$ cat src/rtl/spi_channel_arbiter_pkg.sv
// Shared definitions for the SPI channel arbiter: frame width, state encodings,
// chip-select idle level and a width helper for small counters and pointers.
package spi_channel_arbiter_pkg;

  // Frame width of the spiword shifter this arbiter feeds.
  localparam int SPI_WORD_W = 24;

  // Chip selects are active low; this is the deasserted level.
  localparam logic CSN_IDLE = 1'b1;

  typedef enum logic [1:0] {
    ST_IDLE = 2'd0,
    ST_XFER = 2'd1,
    ST_GAP  = 2'd2
  } arb_state_t;

  // $clog2 with a floor of 1 bit, so degenerate parameter values still give
  // a legal vector width.
  function automatic int width_min1(input int n);
    return (n > 1) ? $clog2(n) : 1;
  endfunction

endpackage

$ cat src/rtl/spi_channel_arbiter_rr_pick.sv
// Round-robin winner selection: the first set request bit at or after the
// pointer, wrapping past NREQ-1. Purely combinational.
module spi_channel_arbiter_rr_pick
  import spi_channel_arbiter_pkg::*;
#(
  parameter int NREQ  = 2,
  parameter int PTR_W = 1
) (
  input  logic [NREQ-1:0]  req,
  input  logic [PTR_W-1:0] ptr,
  output logic [PTR_W-1:0] winner,
  output logic             valid
);

  logic [2*NREQ-1:0] doubled;
  logic [NREQ-1:0]   rot;

  // Rotate the request vector so the pointer position lands at bit 0, then
  // take the lowest set bit and map it back to a channel index.
  always_comb begin
    int sum;
    winner  = '0;
    valid   = 1'b0;
    sum     = 0;
    doubled = {req, req};
    rot     = NREQ'(doubled >> ptr);
    for (int k = NREQ - 1; k >= 0; k--) begin
      if (rot[k]) begin
        sum = int'(ptr) + k;
        if (sum >= NREQ) sum = sum - NREQ;
        winner = PTR_W'(sum);
        valid  = 1'b1;
      end
    end
  end

endmodule

$ cat src/rtl/spi_channel_arbiter.sv
// Shares one spiword SPI shifter between NREQ requesters. Grants round-robin,
// drives the per-channel chip selects and the start strobe into spiword, and
// holds all chip selects high for a minimum gap between frames.
//
// Handshake: req[i] is a level "valid" held by the requester; ack[i] is the
// one-cycle accept pulse. word_i for channel i is latched on the edge that
// raises ack[i], after which the requester may drop req[i] or change its word.
// Dropping req[i] before ack[i] withdraws the request without side effects.
module spi_channel_arbiter
  import spi_channel_arbiter_pkg::*;
#(
  parameter int NREQ   = 2,
  parameter int WORD_W = SPI_WORD_W,
  parameter int GAP    = 4
) (
  input  logic                 clk,
  input  logic                 resetn,
  input  logic [NREQ-1:0]      req,
  input  logic [NREQ*WORD_W-1:0] word_i,
  output logic [NREQ-1:0]      ack,
  output logic [NREQ-1:0]      done,
  output logic [NREQ-1:0]      csn,
  output logic                 spi_we,
  output logic [WORD_W-1:0]    spi_tx,
  input  logic                 spi_running,
  output logic                 busy,
  output arb_state_t           state_dbg
);

  localparam int PTR_W = width_min1(NREQ);
  localparam int CNT_W = width_min1(GAP + 1);

  arb_state_t        state;
  logic [PTR_W-1:0]  ptr;
  logic [PTR_W-1:0]  owner;
  logic [CNT_W-1:0]  gap_cnt;
  logic [PTR_W-1:0]  pick_w;
  logic              pick_v;
  logic [PTR_W-1:0]  ptr_next;
  logic [WORD_W-1:0] words [NREQ];

  assign state_dbg = state;

  spi_channel_arbiter_rr_pick #(
    .NREQ  (NREQ),
    .PTR_W (PTR_W)
  ) u_rr_pick (
    .req    (req),
    .ptr    (ptr),
    .winner (pick_w),
    .valid  (pick_v)
  );

  // Unpack the flat per-channel word bus and work out where the pointer goes
  // after a grant (one past the winner, wrapping at NREQ-1).
  always_comb begin
    for (int i = 0; i < NREQ; i++) begin
      words[i] = word_i[i*WORD_W +: WORD_W];
    end
    ptr_next = (pick_w == PTR_W'(NREQ - 1)) ? '0 : pick_w + PTR_W'(1);
  end

  // Arbitration FSM. ack/done/spi_we are single-cycle pulses, so they default
  // low every cycle and are raised only on the transition that owns them.
  // A frame ends only once the strobe has been seen by spiword (spi_we low)
  // and spiword reports it is no longer running.
  always_ff @(posedge clk) begin
    if (!resetn) begin
      state   <= ST_IDLE;
      ptr     <= '0;
      owner   <= '0;
      gap_cnt <= '0;
      csn     <= {NREQ{CSN_IDLE}};
      ack     <= '0;
      done    <= '0;
      spi_we  <= 1'b0;
      spi_tx  <= '0;
      busy    <= 1'b0;
    end else begin
      ack    <= '0;
      done   <= '0;
      spi_we <= 1'b0;
      case (state)
        ST_IDLE: begin
          // spiword has no reset, so a frame left running across our reset
          // must finish before anything new is started.
          if (pick_v && !spi_running) begin
            ack    <= NREQ'(1) << pick_w;
            csn    <= ~(NREQ'(1) << pick_w);
            spi_we <= 1'b1;
            spi_tx <= words[pick_w];
            ptr    <= ptr_next;
            owner  <= pick_w;
            busy   <= 1'b1;
            state  <= ST_XFER;
          end
        end
        ST_XFER: begin
          if (!spi_we && !spi_running) begin
            csn  <= {NREQ{CSN_IDLE}};
            done <= NREQ'(1) << owner;
            if (GAP == 0) begin
              busy  <= 1'b0;
              state <= ST_IDLE;
            end else begin
              gap_cnt <= CNT_W'(GAP - 1);
              state   <= ST_GAP;
            end
          end
        end
        ST_GAP: begin
          if (gap_cnt == '0) begin
            busy  <= 1'b0;
            state <= ST_IDLE;
          end else begin
            gap_cnt <= gap_cnt - CNT_W'(1);
          end
        end
        default: begin
          csn   <= {NREQ{CSN_IDLE}};
          busy  <= 1'b0;
          state <= ST_IDLE;
        end
      endcase
    end
  end

endmodule

$ cat config.mk
export PLATFORM = sky130hd
export DESIGN_NAME = spi_channel_arbiter
export DESIGN_NICKNAME = d
export VERILOG_FILES = /design/src/rtl/spi_channel_arbiter_pkg.sv /design/src/rtl/spi_channel_arbiter_rr_pick.sv /design/src/rtl/spi_channel_arbiter.sv
export SDC_FILE = /design/constraint.sdc
export NUM_CORES = 1
export LEC_CHECK = 0
export ABC_CLOCK_PERIOD_IN_PS = 1450
export BUFFER_PORTS_ARGS = -buffer_cell sky130_fd_sc_hd__buf_2
export CELL_PAD_IN_SITES_DETAIL_PLACEMENT = 1
export CELL_PAD_IN_SITES_GLOBAL_PLACEMENT = 1
export CORE_UTILIZATION = 30
export CTS_CLUSTER_SIZE = 8
export DETAILED_ROUTE_END_ITERATION = 10
export HOLD_SLACK_MARGIN = 0.1
export PLACE_DENSITY_LB_ADDON = 0.1
export SYNTH_ARGS = -nofsm -noshare
export SYNTH_HDL_FRONTEND = slang
export SYNTH_HIERARCHICAL = 1
export SYNTH_SLANG_ARGS = --single-unit
$ cat constraint.sdc
create_clock -name clk -period 1.45 [get_ports clk]
set_clock_uncertainty 0.05 [all_clocks]
set_input_delay 0.0725 -clock clk [delete_from_list [all_inputs] [get_ports clk]]
set_output_delay 0.0725 -clock clk [all_outputs]
set_load 0.02 [all_outputs]
==> results.yml <==
setup_path:
  reg2reg_depth: 7
  critPathCaptureType: "flip-flop"
  timing.critical_path.to: "gap_cnt[2]"
  cp_max_fo: 3
  required_ns: 1.59
  r2r_start: "gap_cnt[1]"
  start_kind: "flip-flop"
  r2r-end: "gap_cnt[2]"
  worst-setup-path-type: "flip-flop to flip-flop"
  ff2ff_setup_slack_ns: 0.02
  crit_start: "gap_cnt[1]"
  cp_data_arrival_time_ns: 1.57
pwr:
  p_leak_nw: 1.15
  power_density_mw_per_mm2: 1010
  ir_drop_v: 0.000582
placement:
  pre_cts_ws_ns: -0.0485
  hpwl_um: 3360
  post_dp_cell_area_sq_mm: 0.00240
  portBuffers: 86
  gp_congestion: 0.763
  placed_cells: 327
synth:
  synth.most_common_cell: "dfxtp_1"
  netlist.area_leader.share_pct: 43.1
  synthArstFlopShare_pct: 0
  synth_seq_cells: 39
  synth_cell_types: 29
  synth_area_sq_mm: 0.00181
  syn-num-nets: 221
  netlist_instances: 166
  syn_avg_cell_area_sq_um: 10.9
  synth_ff_type: "dfxtp_1"
  synth_edf_count: 0
  yosys.area.top_type: "dfxtp_1"
  yosys_warnings: 6
  ys_seq_area_share_pct: 43.1
  netlist_top_cells_area: "dfxtp_1, a211oi_2, mux2i_1"
  synthTopCellsByCount: "dfxtp_1, nor2_1, mux2i_1"
routing:
  antenna_left: 0
  drt-wirelength-per-cell_um: 13.1
  drt-initial-drc-count: 42
  drc: 0
  vias_per_cell: 4.66
  finalWirelength_um: 4420
  firstDrtPassIters: 2
  vias: 1571
die:
  fp.dieH_um: 79.7
  core_region_area_sq_mm: 0.00568
  boundaryPins: 87
  start_util_pct: 31.9
  die_w_um: 79.7
  dieArea_sq_mm: 0.00635
  num_rows: 27
sta:
  hold_violations: 0
  min_period_over_period_pct: 98.6
  maxSlewHeadroom_pct: 77.1
  fin_ws_ns: 0.0207
  slew_violations: 0
  fmax_mhz: 700
  post-route-min-period_ns: 1.43
  rsz0062_at_grt: "yes"
  setup_viol: 0
  tightestPinTransition_ns: 0.335
  worst_hold_slack_ns: 0.106
grt:
  grt_pass1_wl_um: 7090
  grt_max_degree: 23
  antenna_found_initial: 0
  grt_usage_pct: 14.5
  grt_pass1_vias: 1557
  grt_overflow_total: 0
finish:
  stdcell_count: 337
  synthToLayoutAreaGrowth_pct: 40.5
  finalInstanceArea_sq_mm: 0.00255
  n_antenna_cell: 0
  nNetsFinal: 321
  drive_gt1_share_pct: 55.5
cts:
  worstSkewPairLatency_ns: 0.28
  cts.htree.levels: 2
  cts_buffer_depth: 2
  clk_pin_slew_worst_paths_ns: 0.07
  cts_root_buf: "clkbuf_8"
  tritoncts: "yes"
  numCtsBuffers: 5
  cts_sinks: 39
min_path:
  hp-class: "input pin to flip-flop"
outcome:
  outcome: "finished, final reports clean"
run:
  maxCapViolations: 0
-- what timing repair did --
| item | in CTS | in global routing |
|---|---|---|
| endpoints found under the hold margin | 5 | 0 |
| gates resized for setup | 4 | 5 |
| gates cloned | 0 | 0 |
| pin swaps | 5 | 2 |
| hold buffers | 1 | 0 |
| setup endpoints to repair | 4 | 9 |
| setup buffers | 3 | 0 |
-- state kept, by name, summed over array words and instances, names as in the netlist --
signal	count
ptr	1
spi_tx	24
busy	1
owner	1
state_dbg	2
done	2
gap_cnt	3
csn	2
ack	2
spi_we	1
-- logic make-up after synthesis --
family	after synthesis	share of synthesized area (%)
simple gates	44	12.7
buf+inv	20	7.67
compound gates	35	20.8
flops	39	43.1
mux	26	14.4
fa+ha+maj	2	1.38
-- where the power goes --
part / leakage, nW / internal (mW) / total (mW) / switching (mW)
combinational: 0.787 / 0.317 / 0.704 / 0.387
clock: 0.0371 / 0.321 / 0.658 / 0.338
sequential: 0.322 / 1.16 / 1.20 / 0.0443
total: 1.15 / 1.80 / 2.57 / 0.769
-- layout by cell type, fill, tap and decap left out --
master	count
buf_2	86
dfxtp_1	37
nor2_1	30
mux2i_1	26
a211oi_2	23
buf_4	14
inv_1	5
clkbuf_8	5
nor2_2	3
a21oi_1	3
nor3_1	3
buf_12	3
inv_2	2
nor4b_4	2
nand2_1	2
o21ai_0	2
a211oi_1	2
and3_1	2
ha_4	2
dfxtp_2	2
clkinvlp_4	1
nor3b_4	1
a2111oi_4	1
a2bb2oi_1	1
a2111oi_0	1
a221oi_1	1
clkbuf_1	1
dlygate4sd3_1	1
buf_6	1
or2_1	1
a21boi_4	1
-- per-layer routing --
| layer | up-vias | track usage, % | part of all wire, % |
|---|---|---|---|
| met5 | - | 0 | 0 |
| met4 | 0 | 4.36 | 0.79 |
| met3 | 5 | 4.34 | 6.9 |
| met2 | 51 | 24.7 | 46 |
| met1 | 732 | 17.3 | 46 |
| li1 | 783 | - | - |
-- worst min path at each step --
stage	start	endpoint	cells after the start
2_1_floorplan	resetn	done[0]	2
3_3_place_gp	resetn	done[0]	3
3_5_place_dp	resetn	done[0]	3
4_1_cts	word_i[3]	spi_tx[3]	3
5_1_grt	word_i[3]	spi_tx[3]	3
6_report	word_i[2]	spi_tx[2]	3
-- stage by stage --
step,util [%],total power [mW],TNS [ns]
3_5_place_dp,42.2,1.92,-0.0609
2_1_floorplan,-,1.68,0
6_report,44.9,2.57,0
4_1_cts,44.5,2.61,0
3_3_place_gp,42.2,1.90,-0.00895
5_1_grt,44.9,2.72,-0.0594
-- critical path, cell delays in order (launching register included) --
cell       delay [ns]
dfxtp_1          0.31
inv_2            0.08
ha_4             0.14
ha_4             0.13
nor3b_4          0.05
buf_4            0.13
buf_4            0.14
a2111oi_4        0.31
-- layout make-up --
cell class,count,area [sq um]
inverters,8,33.8
multi-input cells,107,950
clock buffers,6,72.6
fillers,674,3130
repair buffers,105,617
well taps,72,90.1
flip-flops and latches,39,783
Note: power is estimated with default switching activity, not from simulation.
